<file path="config.mk">
export PLATFORM = sky130hd
export DESIGN_NAME = bus_arbiter_rr
export DESIGN_NICKNAME = d
export VERILOG_FILES = /design/src/rtl/bus_arb_pkg.sv /design/src/rtl/rr_pick.sv /design/src/rtl/bus_arbiter_rr.sv
export SDC_FILE = /design/constraint.sdc
export NUM_CORES = 1
export LEC_CHECK = 0
export BUFFER_PORTS_ARGS = -buffer_cell sky130_fd_sc_hd__clkbuf_2
export CAP_MARGIN = 25
export CORE_AREA = 2 2 39 41
export DETAILED_ROUTE_END_ITERATION = 10
export DIE_AREA = 0 0 41 43
export PLACE_DENSITY_LB_ADDON = 0.25
export SLEW_MARGIN = 20
export SYNTH_ARGS = -nofsm -noshare
export SYNTH_HDL_FRONTEND = slang
export SYNTH_SLANG_ARGS = --single-unit
</file>
<file path="constraint.sdc">
create_clock -name clk -period 2.3 [get_ports clk]
set_input_delay 0.575 -clock clk [delete_from_list [all_inputs] [get_ports clk]]
set_output_delay 0.575 -clock clk [all_outputs]
set_load 0.02 [all_outputs]
</file>
<file path="src/rtl/bus_arb_pkg.sv">
`default_nettype none
// ============================================================================
//  Module  : bus_arb_pkg
//  Purpose : Shared limits, defaults, decision encoding and width helper for
//            the round-robin bus arbiter (bus_arbiter_rr, rr_pick).
//  Contents:
//    N_MST_MIN / N_MST_MAX : supported master count range (2..16)
//    HOLD_MAX_DEF          : default hold-cycle limit
//    arb_dec_e             : reason code for the next-owner decision
//    ow_width()            : clog2 with a floor of 1 bit
//  Revision: 1.0  initial release
// ============================================================================
package bus_arb_pkg;

  localparam int N_MST_MIN    = 2;
  localparam int N_MST_MAX    = 16;
  localparam int HOLD_MAX_DEF = 16;

  // Why the owner register takes the value it does on the next edge.
  typedef enum logic [1:0] {
    DEC_LOCK   = 2'd0,  // owner holds lock_, kept unconditionally
    DEC_KEEP   = 2'd1,  // owner still requesting, no forced rotation
    DEC_ROTATE = 2'd2,  // handed to the next requester in rotate order
    DEC_PARK   = 2'd3   // nobody requesting, bus stays parked
  } arb_dec_e;

  // Index width for n items; a 2-entry space still needs one bit.
  function automatic int ow_width(input int n);
    if (n <= 2) return 1;
    return $clog2(n);
  endfunction

endpackage : bus_arb_pkg
`default_nettype wire

</file>
<file path="src/rtl/rr_pick.sv">
`default_nettype none
// ============================================================================
//  Module  : rr_pick
//  Purpose : Combinational rotate-priority search. Scans the request vector
//            starting one position after `start`, wrapping modulo N, so that
//            `start` itself is examined last.
//  Ports   :
//    req   in  N  request vector, active high
//    start in  W  index the scan rotates from (current owner)
//    idx   out W  index of the first requester found in rotate order
//    found out 1  high when any request bit is set
//  Revision: 1.0  initial release
// ============================================================================
module rr_pick
  import bus_arb_pkg::*;
#(
  parameter  int N = 4,
  localparam int W = ow_width(N)
) (
  input  logic [N-1:0] req,
  input  logic [W-1:0] start,
  output logic [W-1:0] idx,
  output logic         found
);

  int pos;

  // Walk the distances from farthest to nearest so the nearest requester
  // is the last one written and therefore wins. Distance N lands on start.
  always_comb begin
    idx   = start;
    found = 1'b0;
    pos   = 0;
    for (int k = N; k >= 1; k--) begin
      pos = int'(start) + k;
      // start < N and k <= N, so one wrap is enough; the second guards
      // against an out-of-range start so the index can never exceed N-1.
      if (pos >= N) pos = pos - N;
      if (pos >= N) pos = pos - N;
      if (req[pos[W-1:0]]) begin
        idx   = pos[W-1:0];
        found = 1'b1;
      end
    end
  end

endmodule : rr_pick
`default_nettype wire

</file>
<file path="src/rtl/bus_arbiter_rr.sv">
`default_nettype none
// ============================================================================
//  Module  : bus_arbiter_rr
//  Purpose : Round-robin bus arbiter for N_MST masters with active-low
//            request/grant, bus lock for atomic sequences and an optional
//            hold-cycle limit that forces rotation.
//  Parameters:
//    N_MST    number of masters (2..16)
//    PARK_MST owner after reset (0..N_MST-1)
//    HOLD_MAX max consecutive ownership cycles while others wait (2..255);
//             only used when BUS_ARB_RR_HOLD_LIMIT_EN is defined
//  Ports:
//    clk    in  1      clock, rising edge
//    rst_n  in  1      asynchronous active-low reset
//    req_   in  N_MST  per-master request, active low
//    lock_  in  N_MST  per-master lock, active low (owner only)
//    grnt_  out N_MST  per-master grant, active low, exactly one low
//    owner  out OW     index of current owner
//    chg    out 1      one-cycle pulse after an ownership change
//  Build option:
//    BUS_ARB_RR_HOLD_LIMIT_EN  enables the saturating hold counter
//  Revision: 1.0  initial release
// ============================================================================
module bus_arbiter_rr
  import bus_arb_pkg::*;
#(
  parameter  int N_MST    = 4,
  parameter  int PARK_MST = 0,
  parameter  int HOLD_MAX = HOLD_MAX_DEF,
  localparam int OW       = ow_width(N_MST)
) (
  input  logic             clk,
  input  logic             rst_n,
  input  logic [N_MST-1:0] req_,
  input  logic [N_MST-1:0] lock_,
  output logic [N_MST-1:0] grnt_,
  output logic [OW-1:0]    owner,
  output logic             chg
);

  // --------------------------------------------------------------------------
  // Elaboration-time parameter checks
  // --------------------------------------------------------------------------
  if (N_MST < N_MST_MIN || N_MST > N_MST_MAX) begin : g_chk_n_mst
    $error("bus_arbiter_rr: N_MST out of range");
  end
  if (PARK_MST < 0 || PARK_MST >= N_MST) begin : g_chk_park
    $error("bus_arbiter_rr: PARK_MST out of range");
  end
  if (HOLD_MAX < 2 || HOLD_MAX > 255) begin : g_chk_hold
    $error("bus_arbiter_rr: HOLD_MAX out of range");
  end

  localparam logic [OW-1:0] PARK_IDX = OW'(PARK_MST);

  // --------------------------------------------------------------------------
  // Active-high views of the handshake inputs
  // --------------------------------------------------------------------------
  logic [N_MST-1:0] req;
  logic [N_MST-1:0] lock;
  logic             owner_req;
  logic             owner_lock;
  logic             others_req;
  logic             force_rot;

  assign req        = ~req_;
  assign lock       = ~lock_;
  assign owner_req  = req[owner];
  // Only the owner's lock bit is ever looked at; other masters' locks
  // have no path into the decision.
  assign owner_lock = lock[owner];
  // grnt_ is high for every master except the owner, so it doubles as the
  // "everyone else" mask.
  assign others_req = |(req & grnt_);

  // --------------------------------------------------------------------------
  // Rotate-priority search starting after the current owner
  // --------------------------------------------------------------------------
  logic [OW-1:0] pick_idx;
  logic          pick_found;

  rr_pick #(
    .N     (N_MST)
  ) u_rr_pick (
    .req   (req),
    .start (owner),
    .idx   (pick_idx),
    .found (pick_found)
  );

  // --------------------------------------------------------------------------
  // Next-owner decision
  // --------------------------------------------------------------------------
  arb_dec_e      dec;
  logic [OW-1:0] owner_nxt;
  logic          chg_nxt;

  always_comb begin
    dec = DEC_PARK;
    if (owner_lock) begin
      // Lock bridges request gaps inside an atomic sequence.
      dec = DEC_LOCK;
    end else if (owner_req && !force_rot) begin
      dec = DEC_KEEP;
    end else if (pick_found) begin
      // If the owner is still requesting here, rotation was forced and
      // another master is waiting, so the scan lands on someone else.
      dec = DEC_ROTATE;
    end
  end

  always_comb begin
    owner_nxt = owner;
    if (dec == DEC_ROTATE) begin
      owner_nxt = pick_idx;
    end
    chg_nxt = (owner_nxt != owner);
  end

  // --------------------------------------------------------------------------
  // Optional hold-cycle limit
  // --------------------------------------------------------------------------
`ifdef BUS_ARB_RR_HOLD_LIMIT_EN
  localparam int          HW        = ow_width(HOLD_MAX);
  localparam logic [HW-1:0] HOLD_LAST = HW'(HOLD_MAX - 1);

  logic [HW-1:0] hold_cnt;
  logic [HW-1:0] hold_nxt;

  // Saturating at HOLD_LAST rather than all-ones keeps the compare live
  // after a long locked stretch for non-power-of-two HOLD_MAX.
  always_comb begin
    hold_nxt = hold_cnt;
    if ((owner_nxt != owner) || !others_req) begin
      hold_nxt = '0;
    end else if (hold_cnt != HOLD_LAST) begin
      hold_nxt = hold_cnt + 1'b1;
    end
  end

  assign force_rot = (hold_cnt == HOLD_LAST) && !owner_lock && others_req;

  always_ff @(posedge clk or negedge rst_n) begin
    if (!rst_n) begin
      hold_cnt <= '0;
    end else begin
      hold_cnt <= hold_nxt;
    end
  end
`else
  assign force_rot = 1'b0;
`endif

  // --------------------------------------------------------------------------
  // State registers
  // --------------------------------------------------------------------------
  always_ff @(posedge clk or negedge rst_n) begin
    if (!rst_n) begin
      owner <= PARK_IDX;
      chg   <= 1'b0;
    end else begin
      owner <= owner_nxt;
      chg   <= chg_nxt;
    end
  end

  // --------------------------------------------------------------------------
  // Grant decode: pure one-hot (active-low) of the owner register, so the
  // old grant rises and the new one falls on the same edge.
  // --------------------------------------------------------------------------
  for (genvar i = 0; i < N_MST; i++) begin : g_grnt
    assign grnt_[i] = (owner != OW'(i));
  end

endmodule : bus_arbiter_rr
`default_nettype wire

</file>
Yosys cells after proc, flatten, opt, wreduce, memory -nomap -nowiden
Index checks and enable logic that the tools add are counted.

Output and inout port bits: 7. Flip-flop bits (word level): 3. Input port bits: 10. Logic and storage cells: 67.

Bitwise operators: 2. Multiplexer cells: 32. Magnitude comparators: 13. Reduce and logical (&&, ||, !) cells: 1. Add/sub/neg operators: 12. Equal/unequal tests: 5.

Operators by type and width (number): $ge 32x4->1 const B (8); $mux 32 (4); $sub 32x4->32 const B (4); $mux 2 (11); $lt 2x3->1 const B (5); $bmux 1 s2 (6); $mux 1 (11); $not 4->4 (2); $sub 2x1->2 const B (4); $add 2x2->3 const B (2); $add 2x3->4 const B (1); $ne 2x2->1 const B (2); $add 2x1->3 const B (1); $eq 2x2->1 const B (1); $ne 2x1->1 const B (1); $ne 2x2->1 (1); $reduce_bool 2->1 (1).

Logic depth before layout (Yosys ltp)
Gate-level depths: netlist (run 1).

Word-level depth: 17. Depth in mapped cells: 7. Mapped depth without buffers: 6.

Cells and area by module
Synthesis (run 1) repeated with hierarchy kept, for this count alone.

Cells, all modules: 48. Area, all modules: 345.3 um^2.

By module, submodules not included: bus_arbiter_rr (seq. area each 75.1 um^2, area each 262.8 um^2, instances 1, cells an instance 34); rr_pick (seq. area each 0.0 um^2, area each 82.6 um^2, instances 1, cells an instance 14).

Worst setup path after synthesis (run 1)
No wires, ideal clock.

Kind: reg-to-reg. Start point: register owner[1]. End point: register owner[0]. Data arrival time: 1909 ps. Stages on the path, launching flop included: 8. Path buffers: 1. Setup time: 121 ps. Required time: 2179 ps. Slack: 270 ps. Clock period less this slack: 2030 ps. Cell sequence: dfrtp_1 -> buf_2 -> inv_1 -> ha_1 -> a2111o_1 -> o311ai_0 -> a21boi_2 -> o22a_1.

Cells in the longest elaborated chain, start to end: 16. Elaborated cells between the ends (all ways): 53. Those cells by class: 12 x add/sub; 8 x order compare; 1 x eq/ne; 32 x mux.

Ends and longest elaborated chain: from (decl) (line bus_arbiter_rr.sv:37) `output logic [OW-1:0] owner,`; from (signal assigned) (line bus_arbiter_rr.sv:162) `owner <= owner_nxt;`; $add 2x3->4 (line rr_pick.sv:35) `pos = int'(start) + k;`; $sub 32x4->32 / $ge 32x4->1 (equally long branches) (line rr_pick.sv:38) `if (pos >= N) pos = pos - N;`; $mux 32 (line rr_pick.sv:38); $ge 32x4->1 / $sub 2x1->2 (equally long branches) (line rr_pick.sv:39) `if (pos >= N) pos = pos - N;`; $mux 2 (line rr_pick.sv:39); $bmux 1 s2 (line rr_pick.sv:40) `if (req[pos[W-1:0]]) begin`; $mux 1 (implied by the code) (line rr_pick.sv:40); $mux 1 (4 in a row) (line rr_pick.sv:40); $mux 1 (line bus_arbiter_rr.sv:105) `end else if (pick_found) begin`; $mux 2 (line bus_arbiter_rr.sv:103) `end else if (owner_req && !force_rot) begin`; $mux 2 (line bus_arbiter_rr.sv:100) `if (owner_lock) begin`; $eq 2x2->1 (line bus_arbiter_rr.sv:114) `if (dec == DEC_ROTATE) begin`; $mux 2 (*) (line bus_arbiter_rr.sv:114); via owner_nxt[0] (line bus_arbiter_rr.sv:95) `logic [OW-1:0] owner_nxt;`.

The timed path passes the listed nets; every way through them passes the cells marked *. The select of a mux whose other input is x is not followed.

Worst setup path after layout (run 1)
Ends and elaborated chain as after synthesis.

==> results of run 1 <==
-- final cells by class --
cell class                 instances  area (um^2)  share of cell area, %
timing repair buffer              18         95.1                   16.5
inverter                           6         22.5                   3.90
tap                               16         20.0                   3.46
clock buffer                       4         26.3                   4.55
sequential                         3         75.1                   13.0
multi-input combinational         40          339                   58.7
-- worst max-delay path by stage --
stage | startpoint | endpoint | slack (ns) | cells past startpoint
2_1_floorplan | owner[1] | owner[0] | 0.27 | 7
3_3_place_gp | req_[0] | owner[0] | 0.34 | 6
3_5_place_dp | req_[0] | owner[0] | 0.34 | 6
4_1_cts | owner[1] | owner[0] | 0.41 | 6
5_1_grt | owner[1] | owner[0] | 0.33 | 6
6_report | owner[1] | owner[0] | 0.41 | 6
-- kinds of logic (layout without fill, tap and decap cells) --
family	after synthesis	count (layout)
AOI/OAI and AO/OA	15	15
adders and majority gates	4	4
buffers and inverters	8	28
DFF	3	3
muxes	3	3
and+or+nand+nor	18	18
-- routing by layer --
metal  up-vias  global-route usage (%)
li1        233                       -
met1       229                    18.7
met2        28                    21.6
met3         2                    4.71
met4         0                    4.67
met5         -                       0
-- where the power goes --
group	switching (W)	internal (W)	total, W
Clock	0.0000272	0.0000650	0.0000922
Combinational	0.000317	0.000225	0.000542
Sequential	0.0000112	0.0000783	0.0000896
Total	0.000355	0.000368	0.000723
-- metrics by stage --
stage / instances / power (W) / setup slack [ns]
global route: 87 / 0.000794 / 0.332
floorplan: 51 / 0.000495 / 0.270
finish: 87 / 0.000723 / 0.415
CTS: 87 / 0.000727 / 0.415
detailed placement: 83 / 0.000633 / 0.341
global placement: 83 / 0.000632 / 0.341
-- sequential cells by signal (all words and copies together), names as in the netlist --
register / cells
owner: 2
chg: 1
-- cell usage in the layout (no fill, tap or decap) --
master	count
clkbuf_1	1
a21boi_2	1
nand2b_1	1
o21ai_0	1
nand2_2	1
dfrtp_1	3
clkbuf_2	16
nor4bb_1	1
a21oi_1	2
and4b_1	1
inv_1	6
a211oi_1	2
nor2_1	1
nor2b_1	1
mux4_2	1
mux2_2	1
a2bb2oi_1	1
clkbuf_4	3
a211oi_2	1
or2b_1	1
mux2i_1	1
a22oi_1	1
o32ai_1	1
a21bo_2	1
o22a_1	1
a2111o_1	1
nand3_1	1
nand2_1	7
o311ai_0	1
o41ai_2	1
and3b_1	1
ha_1	4
and4bb_2	1
nor4b_1	1
buf_4	2
-- critical path, stage by stage (launching register included) --
cell and delay, ns:
dfrtp_1 0.37, inv_1 0.18, ha_1 0.33, a2111o_1 0.41, o311ai_0 0.17, a21boi_2 0.09
o22a_1 0.21
==> out/metrics.yaml, run 1 <==
htreeDepth: 1
ys_async_sr_fraction_pct: 100
n_antenna_cell: 0
tightest_slew_ns: 0.528
die_w_um: 41
grt-ovfl-total: 0
fmax_ghz: 0.530
finalMaxSlewViolations: 0
top_layer_used: "met4"
utilization_pct: 41.8
ir_worst_vdd_mv: 0.454
synth_cells: 51
path_max_fanout: 6
post_cts_buffers: 0
ys_seq_area_share_pct: 16.6
synth_cell_types: 33
critPathRequiredTime_ns: 2.41
yosys-top-cells-count: "7 x nand2_1, 6 x inv_1, 4 x ha_1"
ctsLongestPathBuffers: 2
final_cell_area_um2: 578
yosys.area_share.adder_pct: 11.0
ys_ff_latch: 3
rows: 14
grt_max_degree: 18
r2r_cells: 6
drtIter0Drc: 7
ys_dominant_reg_cell: "dfrtp_1"
clock-sinks: 3
dieArea_mm2: 0.00176
coreArea_mm2: 0.00138
p_per_area_mw_per_mm2: 1250
place_area_um2: 552
yosys.area_share.simple_pct: 24.6
timing.hold.worst.class: "in -> async"
cts_resized: 0
antenna_found_initial: 0
vias_per_cell: 5.66
synth-xor-area-share_pct: 0
gp_congestion: 0.777
wl_met2_um: 497
nFillCells: 151
clk_latency_ns: 0.23
wl_met1_um: 484
fin_hold_ws_ns: 0.133
synth_compound_area_share_pct: 29.6
gr-usage-all-layers_pct: 14.3
ant_nets: 0
dp_hpwl_um: 810
crit_type: "reg -> reg"
setup_viol: 0
synth_nets: 65
timing.rr.end: "owner[0]"
area_growth_pct: 27.6
fin_crit_ns: 1.89
slew_headroom_pct: 64.4
cts_hold_buf: 0
dr_total_vias: 492
dr.pass1.iters: 5
clockRootBuffer: "clkbuf_4"
wl_um: 1080
yosysTopAreaCell: "dfrtp_1"
wire_per_inst_um: 12.4
cts_tree: "built"
hold_violations: 0
start_util_pct: 32.7
clock_skew_ns: 0.000453
grt_pass1_wl_um: 1790
r2r_slack_ns: 0.41
status: "finished clean"
wl_met3_um: 85
worstSetupStartpointType: "flip-flop"
syn-cell-area_um2: 453
cts_buffers: 3
cap_violations: 0
fp.dieH_um: 43
post-route-drc-count: 0
yosys_warnings: 0
nNetsFinal: 86
synth_mux_area_share_pct: 9.67
synth_edf_count: 0
clk_pin_slew_ns: 0.04
synth_top_area_share_pct: 16.6
reg2reg_from: "owner[1]"
p_leak_nw: 0.283
synth_top_family_by_area: "compound AO/OA/AOI/OAI gates"
setup-tns-final_ns: 0
grt_setup_unrepaired: "no"
final.period_utilization_pct: 82.0
ioPinCount: 17
port_buffers: 16
end_kind: "flip-flop"
grt_pass1_vias: 448
synthTopCellsByArea: "dfrtp_1 17%, ha_1 11%, nand2_1 5.8%, inv_1 5.0%, mux4_2 5.0%"
synth.most_common_cell: "nand2_1"
synth_area_per_cell_um2: 8.88
crit_arrival_ns: 2.00
drive_above_1_share_pct: 40.8
Note: power is estimated with default switching activity, not from simulation.
==> run 2: changes to the inputs <==
ABC_AREA = 1   (was not set)
clock period = 1.9 ns   (was 2.3 ns; I/O delays follow)
==> run 2 against run 1 <==
Compared with the run above:
- sequential power increased by 46%
- critical path type is now reg -> out
- flip-flop and latch count unchanged
- non-clock buffer count unchanged
- largest power group unchanged
- total power increased by 40%
- critical endpoint is now grnt_[0]
- global-route usage increased by 0.45 points
- clock skew increased by 0.0013 ns
- register-to-register slack got worse by 0.14 ns
- worst setup slack got worse by 0.27 ns
- clock-buffer cell count unchanged
- highest routed layer is now met3
- synthesized cell count increased by 57%
==> out/metrics.yaml, run 2 <==
setup_viol: 0  # unchanged
yosys_warnings: 0  # unchanged
clock_skew_ns: 0.00176  # +0.00130 ns
nFillCells: 156  # +3.3%
area_growth_pct: 26.5
synth_nets: 94  # +45%
largest_reg_flops: 2  # unchanged
clockRootBuffer: "clkbuf_4"
cp_slowest_cell: "dfrtp_1"
ioPinCount: 17  # unchanged
die_w_um: 41  # unchanged
ys_seq_area_share_pct: 15.3  # -1.3 points
nNetsFinal: 116  # +35%
final.period_utilization_pct: 92.4
synthTopCellsByArea: "nand2_1 24%, dfrtp_1 15%, ha_1 10%, inv_1 9.9%, nand2_4 9.2%"
synth_top_area_share_pct: 24.5  # +7.9 points
crit_chain: "inv_8, ha_1, inv_1, clkbuf_2"
clock-sinks: 3  # unchanged
setup-tns-final_ns: 0  # unchanged
wl_um: 999  # -7.1%
coreArea_mm2: 0.00138  # unchanged
synth.most_common_cell: "nand2_1"
placed_cells: 113  # +36%
dr.pass1.iters: 5  # unchanged
top_regs: "owner: 2 flops, chg: 1 flops"
synth_edf_count: 0  # unchanged
grt_pass1_vias: 473  # +5.6%
syn-cell-area_um2: 490  # +8.3%
hold_violations: 0  # unchanged
ir_worst_vdd_mv: 0.804  # +77%
place_area_um2: 594  # +7.7%
status: "finished clean"
port_buffers: 16  # unchanged
cap_violations: 0  # unchanged
cts_buffers: 3  # unchanged
wire_per_inst_um: 8.54  # -31%
post-route-drc-count: 0  # unchanged
p_leak_nw: 0.399  # +41%
htreeDepth: 1  # unchanged
fp.dieH_um: 43  # unchanged
mostFrequentLayoutCells: "32 x nand2_1, 16 x clkbuf_2, 13 x inv_1"
seqCellArea_um2: 75.1  # unchanged
end_kind: "output port"
rows: 14  # unchanged
drtIter0Drc: 6  # -1
ys_dominant_reg_cell: "dfrtp_1"
grt-ovfl-total: 0  # unchanged
clk_latency_ns: 0.23  # about the same
finalMaxSlewViolations: 0  # unchanged
fin_crit_ns: 1.75
clk_pin_slew_ns: 0.04  # about the same
tightest_slew_ns: 0.348  # -0.180 ns
crit_arrival_ns: 1.28  # -0.72 ns
grt_max_degree: 11  # -7
yosysTopAreaCell: "nand2_1"
grt_setup_unrepaired: "no"
n_antenna_cell: 0  # unchanged
post_cts_buffers: 0  # unchanged
gp_congestion: 0.825  # +6.2%
dp_hpwl_um: 821  # +1.4%
grt_pass1_wl_um: 1810  # +0.72%
vias_per_cell: 4.33  # -23%
start_util_pct: 35.4  # +2.7 points
ys_ff_latch: 3  # unchanged
cts_hold_buf: 0  # unchanged
critPathTopFamily: "flip-flops"
final_cell_area_um2: 621  # +7.4%
gr-usage-all-layers_pct: 14.8  # +0.45 points
cts_resized: 0  # unchanged
p_per_area_mw_per_mm2: 1630  # +31%
synth_cell_types: 15  # -55%
ys_async_sr_fraction_pct: 100  # unchanged
cts_tree: "built"
dieArea_mm2: 0.00176  # unchanged
fin_cells: 117  # +34%
critPathRequiredTime_ns: 1.42  # -0.99 ns
final_common_cell: "nand2_1"
critPathBufInv: 3  # +2
r2r_slack_ns: 0.27  # -0.14 ns
antenna_found_initial: 0  # unchanged
multiInputGateArea_um2: 340  # +0.37%
synth_cells: 80  # +57%
largest-register: "owner"
dr_total_vias: 507  # +3.0%
timing.hold.worst.class: "in -> async"
yosys-top-cells-count: "32 x nand2_1, 13 x inv_1, 6 x nand2_2, 6 x nand3_1"
utilization_pct: 44.8  # +3.1 points
path_max_fanout: 10  # +4
fmax_ghz: 0.570
slowest_delay_ns: 0.54  # +0.13 ns
worstSetupStartpointType: "flip-flop"
synth_area_per_cell_um2: 6.13  # -31%
ant_nets: 0  # unchanged
crit_type: "reg -> out"
ctsLongestPathBuffers: 2  # unchanged
drive_above_1_share_pct: 36.6  # -4.2 points
slew_headroom_pct: 76.8  # +12 points
==> run 2: worst reg2reg max path: stages, from the launching register on <==
cell	delay, ns
dfrtp_1	0.54
inv_8	0.10
ha_1	0.35
inv_1	0.08
nand3_1	0.09
nand2_1	0.08
nand2_1	0.05
nand2_1	0.07
nand2_1	0.06
nand2_1	0.05
nand2_1	0.05
==> run 2: stage by stage <==
stage                     total power (W)  hold slack, ns  setup WS [ns]
after CTS                         0.00103          0.0252          0.126
after floorplan                  0.000739           0.179          0.293
final                             0.00101          0.0351          0.145
after global placement           0.000900           0.272          0.293
after global routing              0.00116          0.0270         0.0351
after detailed placement         0.000915           0.273          0.261
==> run 2: logic make-up (layout without fill, tap and decap cells) <==
group                      count (synthesis)  count (layout)  share of synthesized area, %
adders and majority gates                  4               4                          10.2
DFF                                        3               3                          15.3
and+or+nand+nor                           56              56                          58.2
buffers and inverters                     16              37                          15.3
AOI/OAI and AO/OA                          1               1                          1.02
==> run 2: worst paths after layout <==
kind / endpoint / start / depth (start not counted)
max: grnt_[0] / owner[0] / 4
min: owner[1] / rst_n / 1
max reg2reg: owner[0] / owner[0] / 10
min reg2reg: owner[1] / owner[1] / 3
max in group asynchronous: owner[0] / rst_n / 1
min in group clk: owner[1] / owner[1] / 3
==> run 2: area by class of cell <==
type	instances	area share [%]
multi-input combinational	61	54.8
timing repair buffer	18	15.3
sequential	3	12.1
inverter	15	10.3
clock buffer	4	4.23
tap	16	3.23
==> run 2: layer usage <==
layer	wire (um)	global-route usage [%]	vias up
met5	0	0	-
met4	0	0	0
met3	38	6.28	0
met2	489	25.3	12
met1	471	17.5	217
li1	-	-	278
==> run 2: power by group <==
group | total [W] | leakage [nW] | internal [W] | switching (W)
sequential | 0.000131 | 0.0352 | 0.0000932 | 0.0000376
clock | 0.000108 | 0.0150 | 0.0000785 | 0.0000294
combinational | 0.000776 | 0.349 | 0.000270 | 0.000506
total | 0.00101 | 0.399 | 0.000441 | 0.000573
